## src/rtl/instr_decode_queue.sv

```systemverilog
// Decoding instruction queue: MIPS32 instructions are one-hot decoded on the write
// side and buffered with their PC in a DEPTH-entry FIFO that supports flush.
module instr_decode_queue #(
  parameter int DEPTH  = 4,
  parameter int EXT_EN = 1,
  parameter int PC_W   = 32
) (
  input  logic                       clk,
  input  logic                       rst,
  input  logic                       flush,
  input  logic                       in_valid,
  output logic                       in_ready,
  input  logic [31:0]                in_instr,
  input  logic [PC_W-1:0]            in_pc,
  output logic                       out_valid,
  input  logic                       out_ready,
  output logic [53:0]                out_code,
  output logic [5:0]                 out_index,
  output logic                       out_illegal,
  output logic [31:0]                out_instr,
  output logic [PC_W-1:0]            out_pc,
  output logic [$clog2(DEPTH):0]     count
);

  localparam int AW = $clog2(DEPTH);
  localparam int CW = AW + 1;
  localparam logic [CW-1:0] FULL = CW'(DEPTH);
  localparam logic [5:0] NONE = 6'd63;

  typedef struct packed {
    logic [53:0]     code;
    logic [5:0]      index;
    logic            illegal;
    logic [31:0]     instr;
    logic [PC_W-1:0] pc;
  } entry_t;

  function automatic logic [5:0] decode_index(input logic [31:0] i);
    logic [5:0] op;
    logic [5:0] fn;
    op = i[31:26];
    fn = i[5:0];
    decode_index = NONE;
    if (i == 32'h4200_0018)               decode_index = 6'd50;
    else if (i[31:21] == 11'b01000000000) decode_index = 6'd44;
    else if (i[31:21] == 11'b01000000100) decode_index = 6'd45;
    else begin
      case (op)
        6'b000000: begin
          case (fn)
            6'b100000: decode_index = 6'd0;
            6'b100001: decode_index = 6'd1;
            6'b100010: decode_index = 6'd2;
            6'b100011: decode_index = 6'd3;
            6'b100100: decode_index = 6'd4;
            6'b100101: decode_index = 6'd5;
            6'b100110: decode_index = 6'd6;
            6'b100111: decode_index = 6'd7;
            6'b101010: decode_index = 6'd8;
            6'b101011: decode_index = 6'd9;
            6'b000000: decode_index = 6'd10;
            6'b000010: decode_index = 6'd11;
            6'b000011: decode_index = 6'd12;
            6'b000100: decode_index = 6'd13;
            6'b000110: decode_index = 6'd14;
            6'b000111: decode_index = 6'd15;
            6'b001000: decode_index = 6'd16;
            6'b011011: decode_index = 6'd32;
            6'b011010: decode_index = 6'd33;
            6'b011001: decode_index = 6'd35;
            6'b001001: decode_index = 6'd36;
            6'b010000: decode_index = 6'd46;
            6'b010001: decode_index = 6'd47;
            6'b010010: decode_index = 6'd48;
            6'b010011: decode_index = 6'd49;
            6'b001100: decode_index = 6'd51;
            6'b110100: decode_index = 6'd52;
            6'b001101: decode_index = 6'd53;
            default:   decode_index = NONE;
          endcase
        end
        6'b011100: begin
          if (fn == 6'b100000)      decode_index = 6'd31;
          else if (fn == 6'b000010) decode_index = 6'd34;
        end
        6'b001000: decode_index = 6'd17;
        6'b001001: decode_index = 6'd18;
        6'b001100: decode_index = 6'd19;
        6'b001101: decode_index = 6'd20;
        6'b001110: decode_index = 6'd21;
        6'b001111: decode_index = 6'd22;
        6'b100011: decode_index = 6'd23;
        6'b101011: decode_index = 6'd24;
        6'b000100: decode_index = 6'd25;
        6'b000101: decode_index = 6'd26;
        6'b001010: decode_index = 6'd27;
        6'b001011: decode_index = 6'd28;
        6'b000010: decode_index = 6'd29;
        6'b000011: decode_index = 6'd30;
        6'b000001: decode_index = 6'd37;
        6'b100001: decode_index = 6'd38;
        6'b100000: decode_index = 6'd39;
        6'b100100: decode_index = 6'd40;
        6'b100101: decode_index = 6'd41;
        6'b101000: decode_index = 6'd42;
        6'b101001: decode_index = 6'd43;
        default:   decode_index = NONE;
      endcase
    end
  endfunction

  entry_t          mem [DEPTH];
  logic [AW-1:0]   wr_ptr;
  logic [AW-1:0]   rd_ptr;
  logic [CW-1:0]   count_q;
  entry_t          in_entry;
  entry_t          out_entry;
  logic [5:0]      in_idx;
  logic            in_legal;
  logic            push;
  logic            pop;

  assign in_ready  = (count_q < FULL);
  assign out_valid = (count_q != '0);
  assign push      = in_valid & in_ready & ~flush & ~rst;
  assign pop       = out_valid & out_ready & ~flush & ~rst;
  assign count     = count_q;

  // NOTE: every always_comb output gets a default before any branch so no latch is inferred.
  always_comb begin
    in_entry       = '0;
    in_idx         = decode_index(in_instr);
    in_legal       = (in_idx != NONE) && ((EXT_EN != 0) || (in_idx < 6'd31));
    in_entry.code  = in_legal ? (54'd1 << in_idx) : 54'd0;
    in_entry.index = in_legal ? in_idx : NONE;
    in_entry.illegal = ~in_legal;
    in_entry.instr = in_instr;
    in_entry.pc    = in_pc;
  end

  // NOTE: sequential state uses non-blocking assignments so all registers update together.
  always_ff @(posedge clk) begin
    if (rst || flush) begin
      wr_ptr  <= '0;
      rd_ptr  <= '0;
      count_q <= '0;
    end else begin
      if (push) wr_ptr <= wr_ptr + 1'b1;
      if (pop)  rd_ptr <= rd_ptr + 1'b1;
      case ({push, pop})
        2'b10:   count_q <= count_q + 1'b1;
        2'b01:   count_q <= count_q - 1'b1;
        default: count_q <= count_q;
      endcase
    end
  end

  // NOTE: storage has no reset; its contents are masked on the outputs while empty.
  always_ff @(posedge clk) begin
    if (push) mem[wr_ptr] <= in_entry;
  end

  always_comb begin
    out_entry       = '0;
    out_entry.index = NONE;
    if (out_valid) out_entry = mem[rd_ptr];
  end

  assign out_code    = out_entry.code;
  assign out_index   = out_entry.index;
  assign out_illegal = out_entry.illegal;
  assign out_instr   = out_entry.instr;
  assign out_pc      = out_entry.pc;

endmodule

```

## config.mk

```make
export PLATFORM = sky130hd
export DESIGN_NAME = instr_decode_queue
export DESIGN_NICKNAME = d
export VERILOG_FILES = /design/src/rtl/instr_decode_queue.sv
export SDC_FILE = /design/constraint.sdc
export NUM_CORES = 1
export LEC_CHECK = 0
export ABC_AREA = 1
export BUFFER_PORTS_ARGS = -buffer_cell sky130_fd_sc_hd__buf_4
export CELL_PAD_IN_SITES_DETAIL_PLACEMENT = 0
export CELL_PAD_IN_SITES_GLOBAL_PLACEMENT = 1
export CORE_UTILIZATION = 48
export DETAILED_ROUTE_END_ITERATION = 7
export PLACE_DENSITY = 0.86
export SETUP_SLACK_MARGIN = 0.2
export SYNTH_ARGS = -nofsm -noshare
export SYNTH_HDL_FRONTEND = slang
export SYNTH_SLANG_ARGS = --single-unit
```

## constraint.sdc

```tcl
create_clock -name clk -period 9.55 [get_ports clk]
set_input_delay 0.4775 -clock clk [delete_from_list [all_inputs] [get_ports clk]]
set_output_delay 0.4775 -clock clk [all_outputs]
set_load 0.01 [all_outputs]
```

# Word-level counts from Yosys, hierarchy flattened
# Memory sizes are Yosys's and may differ from the RTL's. A register that Yosys moved wholly into a read port is not among the register bits.
# Index checks and enable logic that the tools add are counted.
dict set report word_totals {
  word_cells 68
  ramBits 500
  output_inout_bits 130
  memories 2
  romBits 384
  inputBits 69
  regBits 7
}
dict set report classes {
  shifts 1
  n_addsub 4
  reduce_logical 4
  muxes 14
  magnitude_cmp 1
  n_bitwise 9
  eq_ne 30
}
# memory words width read_ports rd_ports_with_merged_regs write_ports line
set mem_list {}
lappend mem_list {mem 4 125 1 1 1 112} ;# entry_t mem [DEPTH];
lappend mem_list {{(no name shown)} 64 6 1 0 0 50} ;# case (fn)
# operator n
set op_table {}
lappend op_table {{6-bit case mux with 23 select lines} 1}
lappend op_table {{125-bit two-way mux} 1}
lappend op_table {{6-bit == test, second input constant} 9}
lappend op_table {{54-bit two-way mux} 1}
lappend op_table {{1-bit by 6-bit left shift with 54-bit output, first input constant} 1}
lappend op_table {{6-bit by 4-bit == test with 1-bit output, second input constant} 8}
lappend op_table {{32-bit by 31-bit == test with 1-bit output, second input constant} 1}
lappend op_table {{6-bit two-way mux} 5}
lappend op_table {{11-bit by 10-bit == test with 1-bit output, second input constant} 2}
lappend op_table {{6-bit by 2-bit == test with 1-bit output, second input constant} 3}
lappend op_table {{6-bit by 3-bit == test with 1-bit output, second input constant} 2}
lappend op_table {{1-bit bitwise AND} 6}
lappend op_table {{6-bit by 1-bit == test with 1-bit output, second input constant} 1}
lappend op_table {{6-bit by 5-bit == test with 1-bit output, second input constant} 1}
lappend op_table {{6-bit logical NOT} 1}
lappend op_table {{6-bit != test, second input constant} 1}
lappend op_table {{3-bit case mux with 2 select lines} 1}
lappend op_table {{5-bit two-way mux} 1}
lappend op_table {{2-bit by 1-bit adder with 2-bit output, second input constant} 2}
lappend op_table {{2-bit two-way mux} 2}
lappend op_table {{3-bit by 1-bit adder with 3-bit output, second input constant} 1}
lappend op_table {{3-bit < comparator, second input constant} 1}
lappend op_table {{1-bit NOT} 3}
lappend op_table {{3-bit nonzero test} 1}
lappend op_table {{other kinds (6)} 7}

# Depth between registers and ports, before layout
# Gate-level depths: netlist of run 1.
dict set report depth {
  ltp_word 9
  depth_mapped 16
  mapped_depth_nobuf 16
}

# Worst setup path after synthesis of run 1
# Ideal clock, no wire load.
dict set report synth_timing {
  kind {in2reg}
  startpoint {input flush}
  endpoint {memory mem[0][0] (netlist name), enable pin}
  path_buffers 0
  setup_time_ns 0.611
  required_ns 8.939
  arrival_time_ns 6.305
  slack_ns 2.633
  path_stages 3
  cell_sequence {nor2_1 > nand3_1 > nor2_1}
}
dict set report synth_between {
  elab_chain_len 5
}
# element line
set synth_lines {}
lappend synth_lines {{start: declaration} 10} ;# input logic flush,
lappend synth_lines {{1-bit NOT} 125} ;# assign push = in_valid & in_ready & ~flush & ~rst;
lappend synth_lines {{1-bit bitwise AND (2 in a row)} 125}
lappend synth_lines {{1-bit two-way mux} 160} ;# if (push) mem[wr_ptr] <= in_entry;
lappend synth_lines {{1-bit two-way mux (implied by the code)} 160}
lappend synth_lines {{end: declaration} 112}
# Every way passes these cells.

==> impl_results.md, run 1 <==
* Core area at 44100 um2
* Nets at 2109
* Hold path depth at 1
* CTS tree: built
* Setup tns final at 0 ns
* CTS H-tree depth at 2
* Max Root-Sink Buffers at 3
* Drt total wl at 51500 um
* Cell Rows at 77
* Slowest-stage cell, CP: buf_4
* Reg-to-reg startpoint: count[0]
* Worst-path cell chain: inv_6, buf_4, o21ai_0, a21oi_1, buf_4
* Post-route DRC at 0
* Total track usage at 0.229
* CP Class: reg -> out
* Syn Nets at around 1900
* Slew HR at 0.237
* Final Wtd Congestion at 0.845
* WP data required at between 9 and 10 ns
* Worst Tran Pin Value at 1.14 ns
* Tmin final at 4.39 ns
* Hold Path Origin: in_pc[10]
* Final Instance Area at 25000 um2
* Mean Syn Cell Area at approximately 11 um2
* RSZ-0062 raised after global routing: no
* Worst slack, placed at 5.17 ns
* Final Cycle Share at 0.459
* First-pass GRT wire length at between 70000 and 80000 um
* Grt ovf at 0
* Pre-Repair DR Iteration Count at 8
* Pwr/cell area at roughly 190 nW/um2
* Flops & latches, synth at 509
* Area added between synthesis and finish at 16.6%
* Sequential-to-total area share from yosys stat at 0.710
* Post-Place Cells at roughly 2600
* Final Hold Vio Count at 0
* IO Pins at around 200
* Most used cells in the layout excluding fill and tap cells: 572 x nor2_1, 500 x edfxtp_1, 258 x o21ai_0, 213 x buf_4, 131 x a21oi_1
* YS warnings at 0
* Initial DRC Count at between 1000 and 1500
* Clock Latency Late Sink at 0.60 ns
* Fin. max-slew vios at 0
* CP peak stage delay at about 0.95 ns
* Hold Crit Class: in -> reg
* CTS buffer count at 52
* Initial antenna violation count at 0
* Starting Density at 0.485
* Die height at 213 um
* EDFF count, synth at 500
* Most frequent cell on the critical path: buf_4
* Most common cell after layout, fill and taps aside: nor2_1
* CP arrival at 3.91 ns
* Cell area after synthesis at 21400 um2
* FMAX at ~0.23 GHz
* Drt via density at 5.39
* Routed via count at 14300
* CP Buf/Inv Count at 3
* Clock Sinks at slightly above 500
* Post-layout util at 0.566
* Root buf cell: clkbuf_16
* Vias in the first global route at 14000
* Max-cap violations at 0
* CP Launch Type: flip-flop
* Placed Area at around 23000 um2
* Leak at slightly below 9 nW
* Critical path depth in cells at 5
* Cts repair resizes at 0
* Post-detail-place hpwl at 29600 um
* Endpoints failing setup at 0
* Worst-path clk slew at roughly 0.060 ns
* Wire per inst at between 15 and 20 um
* Share of layout cells above drive strength 1 at 0.173
* Post-DRT Antenna Nets at 0
* Antenna Cells at 0
* Die width at 213 um
* Dominant synthesized flop cell: edfxtp_1
* # port buffers at just under 200
* Final worst setup slack at 5.16 ns
* Largest net degree at the start of global routing at about 140
* Worst setup EP type: primary output
* Clock Skews at approximately 0.0087 ns
* CTS Hold Bufs at 0
* Final non-filler cell total at 2653
* Worst R2R Path Depth at 13
* Outcome: complete, no violations
* CP top delay family: buffers and inverters
* Post-synth ARST share at 0
* Cells after synthesis at 1864
* Die area at 45500 um2
* Maximum vdd drop at 0.158 mV
* Distinct cell type count after synthesis at 37
* CP Max Fanout at 137
* Setup Buffers After CTS at 0
[cell families (layout without fill, tap and decap cells)]
family,Yosys count,count (layout),synth area share
adders and majority gates,13,13,0.00795
AOI/OAI and AO/OA,401,401,0.0967
buffers and inverters,176,373,0.0328
DFF,509,509,0.710
and+or+nand+nor,765,765,0.153
[flip-flops by register name, summed over array words and instances, names as in the netlist, named ones only]
signal / cells
mem: 500
rd_ptr: 2
count: 3
wr_ptr: 2
[final cells by class]
cell class / instances / area (um2)
Clock buffer: 63 / 1360
Clock inverter: 25 / 229
Sequential cell: 509 / 15200
Fill cell: 3702 / 19200
Tap cell: 592 / 741
Inverter: 72 / 280
Multi-Input combinational cell: 1179 / 5550
Timing Repair Buffer: 213 / 1600
[synth_stat cells (12+ instances only)]
master | number | area (um2)
nor2_1 | 576 | 2160
clkbuf_1 | 81 | 304
nand3_1 | 43 | 215
buf_1 | 14 | 52.6
ha_1 | 12 | 150
nand2_1 | 73 | 274
nor2_2 | 13 | 81.3
a21oi_1 | 131 | 656
edfxtp_1 | 500 | 15000
nand4_1 | 12 | 75.1
o21ai_0 | 258 | 1290
inv_1 | 58 | 218
inv_2 | 12 | 45.0
[metrics by stage]
stage | power, W | hold WS [ns]
after floorplan | 0.00266 | 0.436
after global placement | 0.00277 | 0.446
after detailed placement | 0.00277 | 0.451
after CTS | 0.00469 | 0.0518
after global routing | 0.00479 | 0.0566
final | 0.00466 | 0.0806
[per-layer routing]
| layer | vias up | wire [um] | GRT usage |
|---|---|---|---|
| met5 | - | 0 | 0 |
| met4 | 0 | 975 | 0.0579 |
| met3 | 73 | 2810 | 0.0374 |
| met2 | 410 | 25800 | 0.392 |
| met1 | 6985 | 22000 | 0.305 |
| li1 | 6839 | - | - |
[report_power, final]
part,internal [W],total [W],switching (W)
clock network,0.00112,0.00193,0.000816
logic,0.0000784,0.000249,0.000171
registers,0.00247,0.00248,0.00000608
[final timing paths]
kind | end | slack (ns)
worst min-delay path | mem[3][10] | 0.08
worst min register to register | flip-flop | 0.47
worst max-delay path | out_code[48] | 5.16
worst max register to register | count[2] | 5.83
(Power assumes the default switching activity.)
==> inputs of run 2 (changes only) <==
--- a/config.mk
+++ b/config.mk
@@ -5,13 +5,13 @@
 export SDC_FILE = /design/constraint.sdc
 export NUM_CORES = 1
 export LEC_CHECK = 0
-export ABC_AREA = 1
+export ABC_AREA = 0
 export BUFFER_PORTS_ARGS = -buffer_cell sky130_fd_sc_hd__buf_4
 export CELL_PAD_IN_SITES_DETAIL_PLACEMENT = 0
 export CELL_PAD_IN_SITES_GLOBAL_PLACEMENT = 1
-export CORE_UTILIZATION = 48
+export CORE_UTILIZATION = 46
 export DETAILED_ROUTE_END_ITERATION = 7
-export PLACE_DENSITY = 0.86
+export PLACE_DENSITY = 0.82
 export SETUP_SLACK_MARGIN = 0.2
 export SYNTH_ARGS = -nofsm -noshare
 export SYNTH_HDL_FRONTEND = slang
==> constraint.sdc (replaced) <==
create_clock -name clk -period 3.6 [get_ports clk]
set_input_delay 0.18 -clock clk [delete_from_list [all_inputs] [get_ports clk]]
set_output_delay 0.18 -clock clk [all_outputs]
set_load 0.01 [all_outputs]
==> impl_results.md, run 2 <==
* Outcome: complete, no violations
* Drt total wl at 44300 um (-14%)
* Mean Syn Cell Area at 19.0 um2 (+66%)
* Largest net degree at the start of global routing at 126 (-8.7%)
* Switch Pwr at 0.00249 W (+150%)
* Clock Sinks at 509 (unchanged)
* Die area at 46000 um2 (+1.2%)
* Compound-Gate Fraction of Synth Area at 0.0251 (-0.0717)
* Distinct cell type count after synthesis at 63 (+70%)
* Clock Skews at 0.0232 ns (+0.0145 ns)
* CTS tree: built
* Cell Rows at 77 (unchanged)
* Starting Density at 0.468 (-0.0176)
* Endpoints failing setup at 0 (unchanged)
* Pwr/cell area at 482 nW/um2 (+160%)
* Final Hold Vio Count at 0 (unchanged)
* Cells after synthesis at 1091 (-41%)
* Pre-Repair DR Iteration Count at 5 (-3)
* First-pass GRT wire length at 68300 um (-13%)
* Setup tns final at 0 ns (unchanged)
* Most common library cells after synthesis: 500 x edfxtp_1, 127 x nor2b_1, 125 x mux4_2
* # fillers at 3351 (-9.5%)
* Max FFs per register at 500 (unchanged)
* Biggest register: mem
* Maximum vdd drop at 0.345 mV (+120%)
* Worst-path clk slew at 0.06 ns (about the same)
* Core area at 44400 um2 (+0.65%)
* Worst setup EP type: flip-flop
* Final Instance Area at 25400 um2 (+1.6%)
* CP Launch Type: primary input
* Top-count cell post-synth: edfxtp_1
* Tmin final at 3.19 ns
* Post-Synth XOR/XNOR Area at 0.00211 (+0.00211)
* Die height at 214 um (+0.60%)
* Die width at 214 um (+0.60%)
* IO Pins at 199 (unchanged)
* Syn Nets at 1173 (-40%)
* Routed via count at 11000 (-23%)
* Most common cell after layout, fill and taps aside: edfxtp_1
* Placed Area at 23100 um2 (-1.3%)
* EDFF count, synth at 500 (unchanged)
* Leak at 8.29 nW (-6.4%)
* Synth top area share at 0.723 (+0.0217)
* # port buffers at 198 (unchanged)
* Main combinational cell family by area after synthesis: multiplexers
* Int Power at 0.00974 W (+170%)
* Total track usage at 0.196 (-0.0331)
* Vias in the first global route at 11500 (-18%)
* Simple-gate share of the synthesized area at 0.0776 (-0.0752)
* Flops & latches, synth at 509 (unchanged)
* Share of layout cells above drive strength 1 at 0.319 (+0.147)
* Most used cells in the layout excluding fill and tap cells: 500 x edfxtp_1, 210 x buf_4, 127 x nor2b_1, 125 x mux4_2, 66 x dlygate4sd3_1
* CTS H-tree depth at 2 (unchanged)
* Drt via density at 5.48 (+1.7%)
* Grt ovf at 0 (unchanged)
* Post-synth ARST share at 0 (unchanged)
* CP Max Fanout at 14 (-90%)
* Cell area after synthesis at 20800 um2 (-3.0%)
* Wire per inst at 22.1 um (+14%)
* Slew HR at 0.338 (+0.101)
* Sequential Power Share at 0.537 (+0.005)
* Initial DRC Count at 801 (-42%)
* CP Class: in -> reg
* Nets at 1449 (-31%)
* Fin. max-slew vios at 0 (unchanged)
* Max Root-Sink Buffers at 3 (unchanged)
* Dominant synthesized flop cell: edfxtp_1
* Max-cap violations at 0 (unchanged)
* Adder-Cell Fraction of Synth Area at 0.00916 (+0.00121)
* Root buf cell: clkbuf_16
* Initial antenna violation count at 1 (+1)
* Worst Tran Pin Value at 0.988 ns (-0.156 ns)
* WP data required at 3.91 ns (-5.16 ns)
* FMAX at 0.313 GHz
* Sequential-to-total area share from yosys stat at 0.732 (+0.0220)
* Proportion of synthesized area in mux cells at 0.138 (+0.138)
* Clock share of power at 0.415 (about the same)
* Final Wtd Congestion at 0.798 (-5.5%)
* Clock Latency Late Sink at 0.59 ns (about the same)
* Area added between synthesis and finish at 22.2%
* Post-route DRC at 0 (unchanged)
* YS warnings at 0 (unchanged)
* CP arrival at 3.50 ns (-0.41 ns)
* CTS buffer count at 52 (unchanged)
* Synth area leader: edfxtp_1
* Final Cycle Share at 0.886
* Area contributors post-synth: edfxtp_1 72%, mux4_2 14%, nor2b_1 3.8%
* Post-DRT Antenna Nets at 0 (unchanged)
* Post-detail-place hpwl at 26500 um (-10%)
* Combinational share of power at 0.048 (-0.006)
* Hold Crit Class: in -> reg
* Net Sw Frac at 0.204 (-0.00934)
* RSZ-0062 raised after global routing: no
==> run 2: worst paths after layout <==
kind	depth (start not counted)	from	slack, ns	endpoint
worst max-delay path	10	in_instr[1]	0.41	mem[2][118]
worst min-delay path	4	out_ready	0.11	flip-flop
worst max register to register	3	count[2]	1.31	mem[2][9]
worst min register to register	2	rd_ptr[1]	0.52	rd_ptr[1]
==> run 2: metrics by stage <==
step / worst slack (ns) / cells / utilization / total power (W) / hold WS, ns
after global placement: 0.444 / 1839 / 0.519 / 0.00721 / 0.379
after global routing: 0.207 / 2002 / 0.571 / 0.0126 / 0.139
after CTS: 0.399 / 2001 / 0.570 / 0.0124 / 0.0827
after floorplan: 0.938 / 1091 / - / 0.00697 / 0.279
final: 0.409 / 2002 / 0.571 / 0.0122 / 0.106
after detailed placement: 0.317 / 1839 / 0.519 / 0.00722 / 0.387
==> run 2: area by class of cell <==
cell class	count	area [um2]	area share
Antenna cell	1	2.50	0.0000986
Clock buffer	68	1380	0.0545
Clock inverter	28	234	0.00922
Inverter	19	71.3	0.00281
Multi-Input combinational cell	498	5280	0.208
Sequential cell	509	15200	0.599
Tap cell	592	741	0.0292
Timing Repair Buffer	287	2460	0.0968
==> run 2: timing repair <==
action | 4_1_cts | 5_1_grt
hold endpoints to repair | 265 | 0
hold buffers | 66 | 0
resized for setup | 0 | 6
setup buffers | 0 | 0
setup endpoints to repair | 0 | 24
==> run 2: power by group through the flow <==
stage                     clock, W  sequential [W]  combinational [W]
after floorplan                  0         0.00669           0.000279
after global placement           0         0.00669           0.000520
after detailed placement         0         0.00670           0.000529
after CTS                  0.00519         0.00657           0.000589
after global routing       0.00542         0.00657           0.000637
final                      0.00508         0.00657           0.000589
==> run 2: cells by family after synthesis <==
| logic type | after synthesis |
|---|---|
| xor gates and xnor gates | 5 |
| adders and majority gates | 15 |
| AOI/OAI and AO/OA | 68 |
| DFF | 509 |
| and+or+nand+nor | 281 |
| buffers and inverters | 84 |
| muxes | 129 |
==> run 2: per-layer routing <==
metal | global-route usage | up-vias | part of all wire
met4 | 0.0645 | 0 | 0.024
met5 | 0 | - | 0
met3 | 0.0301 | 67 | 0.053
met2 | 0.339 | 333 | 0.51
met1 | 0.255 | 5646 | 0.41
li1 | - | 4932 | -
==> run 2: worst max-delay path, stage by stage <==
cell and delay (ns):
dlygate4sd3_1 0.52, buf_4 0.19, inv_1 0.13, ha_1 0.23
mux2_2 0.26, and3_1 0.18, o32ai_1 0.42, a221oi_1 0.20
or4_1 0.62, nor4_1 0.56
==> inputs of run 3 (changes only) <==
--- a/config.mk
+++ b/config.mk
@@ -9,6 +9,7 @@
 export BUFFER_PORTS_ARGS = -buffer_cell sky130_fd_sc_hd__buf_4
 export CELL_PAD_IN_SITES_DETAIL_PLACEMENT = 0
 export CELL_PAD_IN_SITES_GLOBAL_PLACEMENT = 1
+export CORE_ASPECT_RATIO = 1.75
 export CORE_UTILIZATION = 46
 export DETAILED_ROUTE_END_ITERATION = 7
 export PLACE_DENSITY = 0.82
==> impl_results.md, run 3 (same netlist as run 2, synthesis figures left out) <==
* Largest net degree at the start of global routing at 126 (unchanged)
* Vias in the first global route at 11700 (+1.4%)
* Max-cap violations at 0 (unchanged)
* Reg2Reg Setup Slack at 1.36 ns (+0.05 ns)
* Hold Path Origin: out_ready
* Worst-path cell chain: dlygate4sd3_1, buf_4, inv_1, ha_1, mux2_2, and3_1, o32ai_1, a221oi_1, or4_1, nor4_1
* Antenna Cells at 0 (-1)
* Root buf cell: clkbuf_16
* Most common cell after layout, fill and taps aside: edfxtp_1
* Clock Skews at 0.0316 ns (+0.00839 ns)
* Nets at 1450 (+0.069%)
* Combinational share of power at 0.052 (+0.004)
* Post-DRT Antenna Nets at 0 (unchanged)
* Core area at 44400 um2 (about the same)
* Max FFs per register at 500 (unchanged)
* RR Endpoint: mem[0][31]
* Post-layout util at 0.570 (-0.00142)
* Die width at 163 um (-24%)
* RSZ-0062 raised after global routing: yes
* CTS H-tree depth at 2 (unchanged)
* Leak at 8.26 nW (-0.38%)
* Worst Tran Pin Value at 0.959 ns (-0.0296 ns)
* Clock Sinks at 509 (unchanged)
* Worst-path clk slew at 0.06 ns (about the same)
* Fin. max-slew vios at 0 (unchanged)
* Slowest-stage cell, CP: or4_1
* CTS tree: built
* Reg-to-reg startpoint: count[2]
* First-pass GRT wire length at 68500 um (+0.24%)
* Outcome: complete, no violations
* WP data required at 3.89 ns (-0.02 ns)
* Final non-filler cell total at 1972 (-1.5%)
* Worst hold margin at 0.127 ns (+0.0210 ns)
* Worst R2R Path Depth at 3 (unchanged)
* Initial antenna violation count at 0 (-1)
* CP Launch Type: primary input
* Wire per inst at 22.7 um (+2.4%)
* Total track usage at 0.198 (+0.00186)
* Die area at 46000 um2 (about the same)
* Share of layout cells above drive strength 1 at 0.326 (+0.00634)
* Post-Place Cells at 1828 (-0.60%)
* Post-detail-place hpwl at 27800 um (+5.0%)
* CP arrival at 3.70 ns (+0.20 ns)
* Hold path depth at 4 (unchanged)
* Final Cycle Share at 0.946 (+0.0600)
* Net Sw Frac at 0.205 (+0.000989)
* FMAX at 0.294 GHz (-6.3%)
* Setup Buffers After CTS at 0 (unchanged)
* Most used cells in the layout excluding fill and tap cells: 500 x edfxtp_1, 214 x buf_4, 127 x nor2b_1, 125 x mux4_2, 67 x dlygate4sd3_1
* Post-route DRC at 0 (unchanged)
* Area added between synthesis and finish at 21.9%
* IO Pins at 199 (unchanged)
* Final Wtd Congestion at 0.836 (+4.8%)
* CP Max Fanout at 14 (unchanged)
* Biggest register: mem
* Clock share of power at 0.393 (-0.022)
* CP peak stage delay at 0.65 ns (+0.03 ns)
* WHS Endpoint: rd_ptr[0]
* Pre-Repair DR Iteration Count at 5 (unchanged)
* Placed Area at 23200 um2 (+0.46%)
* Clock Latency Late Sink at 0.57 ns (-0.02 ns)
* Grt ovf at 0 (unchanged)
* Switch Pwr at 0.00242 W (-2.8%)
* # port buffers at 198 (unchanged)
* Cell Rows at 102 (+32%)
* Setup tns final at 0 ns (unchanged)
* Drt via density at 5.61 (+2.4%)
* Initial DRC Count at 799 (-0.25%)
* Pwr/cell area at 467 nW/um2 (-3.1%)
* Die height at 283 um (+32%)
* Drt total wl at 44700 um (+0.89%)
* Int Power at 0.00941 W (-3.4%)
* Maximum vdd drop at 0.384 mV (+11%)
* Final Hold Vio Count at 0 (unchanged)
* Slew HR at 0.358 (+0.0198)
* Final Instance Area at 25300 um2 (-0.25%)
* CTS buffer count at 43 (-17%)
* CP Class: in -> reg
* Endpoints failing setup at 0 (unchanged)
* Tmin final at 3.41 ns (+0.216 ns)
* Routed via count at 11100 (+0.82%)
* Max Root-Sink Buffers at 3 (unchanged)
* Sequential Power Share at 0.555 (+0.018)
* Hold Crit Class: in -> reg
* Starting Density at 0.468 (about the same)
* Worst setup EP type: flip-flop
-- run 3: cell types whose count changed in the layout (fill, tap and decap cells not counted), moves of 4 or more --
cell	before	now
clkinv_1	10	6
buf_12	11	16
clkbuf_16	53	43
clkbuf_1	15	6
buf_4	210	214
-- run 3: worst max path at each step --
stage                  from    endpoint  slack, ns  depth (start not counted)
2_1_floorplan      count[2]   mem[0][0]       0.94                          2
3_3_place_gp    in_instr[9]  mem[0][83]       0.23                         10
3_5_place_dp   in_instr[17]  mem[1][79]       0.12                          7
4_1_cts        in_instr[11]  mem[1][79]       0.21                          9
5_1_grt         in_instr[1]  mem[2][64]       0.14                         10
6_report        in_instr[1]  mem[3][85]       0.19                         10
-- run 3: repair_timing --
action,4_1_cts,5_1_grt
setup endpoints to repair,0,100
hold endpoints to repair,261,0
resized for setup,0,9
hold buffers,67,0
-- run 3: layout make-up --
| cell class | count | area (um2) |
|---|---|---|
| Clock buffer | 49 | 1100 |
| Clock inverter | 28 | 318 |
| Fill cell | 3383 | 19100 |
| Inverter | 19 | 71.3 |
| Multi-Input combinational cell | 498 | 5310 |
| Sequential cell | 509 | 15200 |
| Tap cell | 572 | 716 |
| Timing Repair Buffer | 297 | 2600 |
-- run 3: critical path, delay by kind of cell --
family	cells	cell delay, ns
buffers and inverters	3	0.86
adder cells (fa/ha/maj)	1	0.23
multiplexers	1	0.28
AO/OA/AOI/OAI	2	0.75
AND/OR/NAND/NOR	3	1.39
-- run 3: metal layers --
layer | vias to the layer above | share of wire | GRT usage
li1 | 4914 | - | -
met1 | 5747 | 0.38 | 0.237
met2 | 338 | 0.55 | 0.356
met3 | 69 | 0.045 | 0.0290
met4 | 0 | 0.030 | 0.0745
met5 | - | 0 | 0
-- run 3: power groups by stage --
stage	Sequential [W]	Clock, W	Combinational [W]
3_5_place_dp	0.00670	0	0.000541
3_3_place_gp	0.00669	0	0.000531
2_1_floorplan	0.00669	0	0.000279
4_1_cts	0.00657	0.00475	0.000607
5_1_grt	0.00657	0.00494	0.000656
6_report	0.00657	0.00465	0.000612
-- run 3: through the flow --
step / power (W) / setup slack (ns)
finish: 0.0118 / 0.193
detailed placement: 0.00724 / 0.118
global route: 0.0122 / 0.138
global placement: 0.00722 / 0.229
CTS: 0.0119 / 0.205
floorplan: 0.00697 / 0.938
